File: src/rtl/lsu_pkg.sv
// Shared types and helpers for the dmem load/store unit.
package lsu_pkg;

  typedef enum logic [1:0] {
    SIZE_B = 2'd0,
    SIZE_H = 2'd1,
    SIZE_W = 2'd2
  } size_e;

  typedef enum logic [1:0] {
    IDLE,
    ACCESS,
    WRITE,
    RESP
  } state_e;

  // Size code 3 is illegal and is reported through the same error path.
  function automatic logic is_misaligned(input logic [1:0] size, input logic [1:0] addr_lo);
    case (size)
      2'd0:    return 1'b0;
      2'd1:    return addr_lo[0];
      2'd2:    return (addr_lo != 2'b00);
      default: return 1'b1;
    endcase
  endfunction

endpackage

File: src/rtl/dmem_lsu_if.sv
// Core request/response and dmem bus bundle; slave is the LSU view, master the environment view.
interface dmem_lsu_if #(
  parameter int ADDR_WIDTH = 32,
  parameter int DATA_WIDTH = 32
);
  logic                  req_valid;
  logic                  req_ready;
  logic                  req_we;
  logic [1:0]            req_size;
  logic                  req_unsigned;
  logic [ADDR_WIDTH-1:0] req_addr;
  logic [DATA_WIDTH-1:0] req_wdata;
  logic                  rsp_valid;
  logic                  rsp_ready;
  logic [DATA_WIDTH-1:0] rsp_rdata;
  logic                  rsp_err;
  logic                  mem_we;
  logic [ADDR_WIDTH-1:0] mem_addr;
  logic [DATA_WIDTH-1:0] mem_wdata;
  logic [DATA_WIDTH-1:0] mem_rdata;

  modport slave (
    input  req_valid, req_we, req_size, req_unsigned, req_addr, req_wdata,
    input  rsp_ready, mem_rdata,
    output req_ready, rsp_valid, rsp_rdata, rsp_err, mem_we, mem_addr, mem_wdata
  );

  modport master (
    output req_valid, req_we, req_size, req_unsigned, req_addr, req_wdata,
    output rsp_ready, mem_rdata,
    input  req_ready, rsp_valid, rsp_rdata, rsp_err, mem_we, mem_addr, mem_wdata
  );
endinterface

File: src/rtl/dmem_lsu_align.sv
// Combinational lane datapath: load extract/extend and sub-word store merge.
module lsu_align
  import lsu_pkg::*;
(
  input  logic [31:0] word,
  input  logic [1:0]  addr_lo,
  input  logic [1:0]  size,
  input  logic        uns,
  input  logic [31:0] wdata,
  output logic [31:0] load_data,
  output logic [31:0] merged_word
);

  logic [31:0] shifted;

  always_comb begin
    shifted   = word >> {addr_lo, 3'b000};
    load_data = shifted;
    case (size_e'(size))
      SIZE_B:  load_data = uns ? {24'h0, shifted[7:0]}  : {{24{shifted[7]}}, shifted[7:0]};
      SIZE_H:  load_data = uns ? {16'h0, shifted[15:0]} : {{16{shifted[15]}}, shifted[15:0]};
      default: load_data = shifted;
    endcase
  end

  // Half-words always land on lanes {addr[1],0} and {addr[1],0}+1.
  always_comb begin
    merged_word = word;
    case (size_e'(size))
      SIZE_B:  merged_word[{addr_lo, 3'b000} +: 8]        = wdata[7:0];
      SIZE_H:  merged_word[{addr_lo[1], 4'b0000} +: 16]   = wdata[15:0];
      default: merged_word = wdata;
    endcase
  end

endmodule

File: src/rtl/dmem_lsu.sv
// Load/store FSM turning byte/half/word core requests into dmem word accesses (RMW for sub-word stores).
module dmem_lsu
  import lsu_pkg::*;
#(
  parameter int ADDR_WIDTH = 32,
  parameter int DATA_WIDTH = 32
) (
  input logic       clk,
  input logic       reset_n,
  dmem_lsu_if.slave bus
);

  if (DATA_WIDTH != 32) begin : g_width_check
    $error("dmem_lsu supports only DATA_WIDTH = 32");
  end

  state_e                state_q, state_d;
  logic                  we_q, uns_q, err_q;
  logic [1:0]            size_q;
  logic [ADDR_WIDTH-1:0] addr_q;
  logic [31:0]           wdata_q, rdata_q, merge_q;
  logic [31:0]           align_word, load_data, merged_word;
  logic                  accept;

  assign accept     = (state_q == IDLE) && bus.req_valid;
  // WRITE merges into the word captured in ACCESS; ACCESS works on live dmem data.
  assign align_word = (state_q == WRITE) ? merge_q : bus.mem_rdata;

  lsu_align u_align (
    .word        (align_word),
    .addr_lo     (addr_q[1:0]),
    .size        (size_q),
    .uns         (uns_q),
    .wdata       (wdata_q),
    .load_data   (load_data),
    .merged_word (merged_word)
  );

  always_comb begin
    state_d       = state_q;
    bus.req_ready = 1'b0;
    bus.rsp_valid = 1'b0;
    bus.mem_we    = 1'b0;
    bus.mem_addr  = '0;
    bus.mem_wdata = '0;
    case (state_q)
      IDLE: begin
        bus.req_ready = 1'b1;
        if (bus.req_valid)
          state_d = is_misaligned(bus.req_size, bus.req_addr[1:0]) ? RESP : ACCESS;
      end
      ACCESS: begin
        bus.mem_addr = {addr_q[ADDR_WIDTH-1:2], 2'b00};
        if (!we_q) begin
          state_d = RESP;
        end else if (size_q == SIZE_W) begin
          bus.mem_we    = 1'b1;
          bus.mem_wdata = wdata_q;
          state_d       = RESP;
        end else begin
          state_d = WRITE;
        end
      end
      WRITE: begin
        bus.mem_addr  = {addr_q[ADDR_WIDTH-1:2], 2'b00};
        bus.mem_we    = 1'b1;
        bus.mem_wdata = merged_word;
        state_d       = RESP;
      end
      RESP: begin
        bus.rsp_valid = 1'b1;
        if (bus.rsp_ready) state_d = IDLE;
      end
      default: state_d = IDLE;
    endcase
  end

  assign bus.rsp_rdata = rdata_q;
  assign bus.rsp_err   = err_q;

  always_ff @(posedge clk or negedge reset_n) begin
    if (!reset_n) begin
      state_q <= IDLE;
      we_q    <= 1'b0;
      uns_q   <= 1'b0;
      err_q   <= 1'b0;
      size_q  <= 2'b00;
      addr_q  <= '0;
      wdata_q <= '0;
      rdata_q <= '0;
      merge_q <= '0;
    end else begin
      state_q <= state_d;
      if (accept) begin
        we_q    <= bus.req_we;
        uns_q   <= bus.req_unsigned;
        size_q  <= bus.req_size;
        addr_q  <= bus.req_addr;
        wdata_q <= bus.req_wdata;
        err_q   <= is_misaligned(bus.req_size, bus.req_addr[1:0]);
        rdata_q <= '0;
      end
      if (state_q == ACCESS && !we_q)
        rdata_q <= load_data;
      if (state_q == ACCESS && we_q && size_q != SIZE_W)
        merge_q <= bus.mem_rdata;
    end
  end

endmodule

File: src/flat_wrapper.sv
// flat-port wrapper written by rule: the top's interface ports become plain ports
module dmem_lsu_flat import lsu_pkg::*;
#(
  parameter int ADDR_WIDTH = 32,
  parameter int DATA_WIDTH = 32
)
  (clk, reset_n, bus_req_valid, bus_req_we, bus_req_size, bus_req_unsigned, bus_req_addr, bus_req_wdata, bus_rsp_ready, bus_mem_rdata, bus_req_ready, bus_rsp_valid, bus_rsp_rdata, bus_rsp_err, bus_mem_we, bus_mem_addr, bus_mem_wdata);
  dmem_lsu_if #(.ADDR_WIDTH(ADDR_WIDTH), .DATA_WIDTH(DATA_WIDTH)) bus_i ();
  input logic clk;
  input logic reset_n;
  input wire logic [$bits(bus_i.req_valid)-1:0] bus_req_valid;
  input wire logic [$bits(bus_i.req_we)-1:0] bus_req_we;
  input wire logic [$bits(bus_i.req_size)-1:0] bus_req_size;
  input wire logic [$bits(bus_i.req_unsigned)-1:0] bus_req_unsigned;
  input wire logic [$bits(bus_i.req_addr)-1:0] bus_req_addr;
  input wire logic [$bits(bus_i.req_wdata)-1:0] bus_req_wdata;
  input wire logic [$bits(bus_i.rsp_ready)-1:0] bus_rsp_ready;
  input wire logic [$bits(bus_i.mem_rdata)-1:0] bus_mem_rdata;
  output wire logic [$bits(bus_i.req_ready)-1:0] bus_req_ready;
  output wire logic [$bits(bus_i.rsp_valid)-1:0] bus_rsp_valid;
  output wire logic [$bits(bus_i.rsp_rdata)-1:0] bus_rsp_rdata;
  output wire logic [$bits(bus_i.rsp_err)-1:0] bus_rsp_err;
  output wire logic [$bits(bus_i.mem_we)-1:0] bus_mem_we;
  output wire logic [$bits(bus_i.mem_addr)-1:0] bus_mem_addr;
  output wire logic [$bits(bus_i.mem_wdata)-1:0] bus_mem_wdata;
  assign bus_i.req_valid = bus_req_valid;
  assign bus_i.req_we = bus_req_we;
  assign bus_i.req_size = bus_req_size;
  assign bus_i.req_unsigned = bus_req_unsigned;
  assign bus_i.req_addr = bus_req_addr;
  assign bus_i.req_wdata = bus_req_wdata;
  assign bus_i.rsp_ready = bus_rsp_ready;
  assign bus_i.mem_rdata = bus_mem_rdata;
  assign bus_req_ready = bus_i.req_ready;
  assign bus_rsp_valid = bus_i.rsp_valid;
  assign bus_rsp_rdata = bus_i.rsp_rdata;
  assign bus_rsp_err = bus_i.rsp_err;
  assign bus_mem_we = bus_i.mem_we;
  assign bus_mem_addr = bus_i.mem_addr;
  assign bus_mem_wdata = bus_i.mem_wdata;
  dmem_lsu #(.ADDR_WIDTH(ADDR_WIDTH), .DATA_WIDTH(DATA_WIDTH)) u_core (.clk(clk), .reset_n(reset_n), .bus(bus_i));
endmodule
File: config.mk
export PLATFORM = sky130hd
export DESIGN_NAME = dmem_lsu_flat
export DESIGN_NICKNAME = d
export VERILOG_FILES = /design/src/rtl/lsu_pkg.sv /design/src/rtl/dmem_lsu_if.sv /design/src/rtl/dmem_lsu_align.sv /design/src/rtl/dmem_lsu.sv /design/src/flat_wrapper.sv
export SDC_FILE = /design/constraint.sdc
export NUM_CORES = 1
export LEC_CHECK = 0
export ABC_CLOCK_PERIOD_IN_PS = 5250
export CELL_PAD_IN_SITES_DETAIL_PLACEMENT = 0
export CELL_PAD_IN_SITES_GLOBAL_PLACEMENT = 2
export CORE_ASPECT_RATIO = 0.7
export CORE_MARGIN = 2
export CORE_UTILIZATION = 33
export DETAILED_ROUTE_END_ITERATION = 16
export PLACE_DENSITY_LB_ADDON = 0.1
export REMOVE_ABC_BUFFERS = 1
export SLEW_MARGIN = 20
export SYNTH_ARGS = -nofsm -noshare
export SYNTH_HDL_FRONTEND = slang
export SYNTH_SLANG_ARGS = --single-unit
File: constraint.sdc
create_clock -name clk -period 5.25 [get_ports clk]
set_input_delay 1.05 -clock clk [delete_from_list [all_inputs] [get_ports clk]]
set_output_delay 1.05 -clock clk [all_outputs]
set_load 0.02 [all_outputs]
==> impl_results.md, run 1 <==
* XOR/XNOR share of the synthesized area at 0
* Max Clk Rate at 0.211 GHz
* Complex-gate fraction of the synthesized area at 0.189
* Sequential share of the synthesized area at 0.431
* Ant diodes at 0
* Clock buffer count from CTS at 17
* Pre-CTS setup slack at 986 ps
* Max-Cap Viols at 0
* Worst hold stages at 2
* Avg Cell Area, Syn at 10.7 sq um
* Reg-to-reg startpoint: u_core.state_q[0]$_DFFE_PN0P_
* Row cnt at 47
* Commonest non-fill, non-tap cell in the layout: clkdlybuf4s50_1
* CP max FO at 30
* Worst skew pair latency at 430 ps
* Adder-Cell Fraction of Synth Area at 0.0144
* Rel. slew slack at 0.324
* First DRT Iteration DRCs at 655
* Routability cong. at 0.796
* CP endpoint kind: output port
* Synth area leader: dfrtp_1
* Min-Delay Path Class: register to register
* Top cell type's share of synthesized area at 0.431
* Reg2Reg Depth at 7
* Vias per Instance at 5.45
* Dpl cell area at 10100 sq um
* H-tree depth at 4
* Fin. max-slew vios at 0
* Prevailing post-synth register cell: dfrtp_1
* Worst-path cell chain: inv_1 > ha_2 > buf_4 > mux2i_1 > o21ai_0 > a32o_1 > clkdlybuf4s50_1
* Clock sinks at 135
* Horiz. Die Dim at 188 microns
* Seq cells post-synth at 135
* HPWL Detailed at 19.3 mm
* Synth area leaders: dfrtp_1, mux2_2, a21oi_1
* Crit-path slowest cell: ha_2
* Max incr delay on CP at 690 ps
* Async S/R FF share, synth at 1.00
* Starting density of the core at 0.334
* Setup-failing EPs final at 0
* Ys Warns at 0
* Slew @ Worst Pin at 1010 ps
* Synthesis-to-layout area growth at 36.4%
* Chip height at 133 microns
* Nets at 1019
* Mapped Area at 7840 sq um
* Min setup slack post-route at 515 ps
* GRT Util Overall at 0.219
* Post-synthesis mux area share at 0.218
* CTS Hold Bufs at 0
* CP Data Required Time at 4200 ps
* Num ports at 204
* Nature of the critical path startpoint: register
* Die area at 25000 sq um
* Crit path kind: register to output port
* R2R setup slack at 1680 ps
* Max clock buf depth at 2
* Fin crit period at 4740 ps
* PortBufs at 201
* First-pass DRT Iterations at 6
* DRT antenna net count at 0
* Max Clock Skew at 10.1 ps
* CTS tree: done
* Cell variety after synth at 61
* Simple-Gate Fraction of Synth Area at 0.101
* WL per Instance at 21.7 microns
* Total congestion overflow at 0
* Vias in the first global route at 6827
* Setup tns final at 0 ps
* Status: finished, final reports clean
* Post-synth EDFFs at 0
* Initial antenna violation count at 0
* Share of cells above drive strength 1 at 0.199
* Largest net degree at the start of global routing at 94
* Commonest non-fill, non-tap cells in the layout: clkdlybuf4s50_1, dfrtp_1, mux2_2
* Pwr Density at 698 nW/um^2
* Clk slew on worst S/H paths at 60 ps
* Pleak at 0.00410 uW
* CP arrival at 3690 ps
* Hold wc startpoint: u_core.bus.rsp_err$_DFFE_PN0P_
* Hold Violations, Final at 0
* First-pass GRT wire length at 41.5 mm
* Post-cts sizing count at 0
* Setup repair after global routing missed its margin: no
* Core Box Area at 23500 sq um
* Final Cell Area at 10700 sq um
* Largest family of logic cells by synthesized area: multiplexers
* Syn Inst Count at 731
* Fin util at 0.455
* Fillers at 2187
* Hold EP: u_core.bus.rsp_err$_DFFE_PN0P_
* DRC at 0
* Vias post-DR at 6744
* # Post-CTS Setup Buffers at 0
* Worst VDD drop at 284 uV
* CTS root buf: clkbuf_16
* R2r endpoint: u_core.bus.rsp_rdata[19]$_DFFE_PN0P_
* Post-Route WL at 26.9 mm
* Fin crit share at 0.902
[cell families after synthesis]
family | count (synthesis)
mux | 145
compound gates | 220
flops | 135
fa+ha+maj | 9
other cells | 1
buf+inv | 74
simple gates | 147
[flip-flops by register name, summed over array words and instances (netlist names)]
| signal | flops |
|---|---|
| u_core.addr_q | 32 |
| u_core.bus.rsp_rdata | 32 |
| u_core.merge_q | 32 |
| u_core.wdata_q | 32 |
| u_core.size_q | 2 |
| u_core.state_q | 2 |
| u_core.bus.rsp_err | 1 |
| u_core.uns_q | 1 |
| u_core.we_q | 1 |
[layout make-up]
type	instances	area (sq um)	area share
Clock buffer	20	457	0.0427
Clock inverter	12	151	0.0142
Inverter	10	37.5	0.00351
Multi-Input combinational cell	523	4110	0.385
Sequential cell	135	3380	0.316
Tap cell	318	398	0.0372
Timing Repair Buffer	219	2150	0.201
[report_power, final]
part	switching (uW)	internal (uW)	total, uW
Combinational	2300	1900	4200
Clock	475	771	1250
Sequential	452	1560	2010
Total	3230	4230	7450
[how the worst max path moves through the flow]
stage	startpoint	to	slack, ps
after floorplan	u_core.state_q[0]$_DFFE_PN0P_	bus_mem_wdata[19]	670
after global placement	bus_mem_rdata[19]	bus_mem_wdata[19]	980
after detailed placement	bus_mem_rdata[19]	bus_mem_wdata[19]	990
after CTS	u_core.state_q[0]$_DFFE_PN0P_	bus_mem_wdata[15]	520
after global routing	u_core.addr_q[1]$_DFFE_PN0P_	bus_mem_wdata[16]	310
final	u_core.state_q[0]$_DFFE_PN0P_	bus_mem_wdata[31]	510
[per-stage QoR]
step           instances  hold slack, ps  power (uW)
3_3_place_gp        1205             466        6130
5_1_grt             1237             509        7950
2_1_floorplan        668             472        4450
6_report            1237             475        7450
3_5_place_dp        1205             467        6210
4_1_cts             1237             481        7490
[per-layer routing]
metal	wire [microns]	global-route usage	part of all wire
met1	13000	0.325	0.49
met2	11700	0.322	0.44
met3	1820	0.0485	0.068
met4	279	0.0542	0.010
met5	0	0	0
[cells in the mapped netlist, drive strengths merged (13+ instances only)]
library cell / count
a21oi: 62
buf: 37
mux2i: 21
a211oi: 18
and2: 37
clkbuf: 27
dfrtp: 135
nand2b: 15
nand2: 49
nor2: 14
a22oi: 16
o211ai: 13
o21ai: 35
mux2: 115
[worst max-delay path, delay by kind of cell, from the launching register on]
kind / cells / cell delay, ps
compound gates: 2 / 470
mux: 1 / 470
fa+ha+maj: 1 / 690
flops: 1 / 430
buf+inv: 3 / 1150
Note: power is estimated with default switching activity, not from simulation.
==> run 2, diff against run 1 <==
CTS_CLUSTER_SIZE = 20   (was unset)
==> results of run 2 <==
No change in the layout: final DEF, timing and power equal those of run 1.
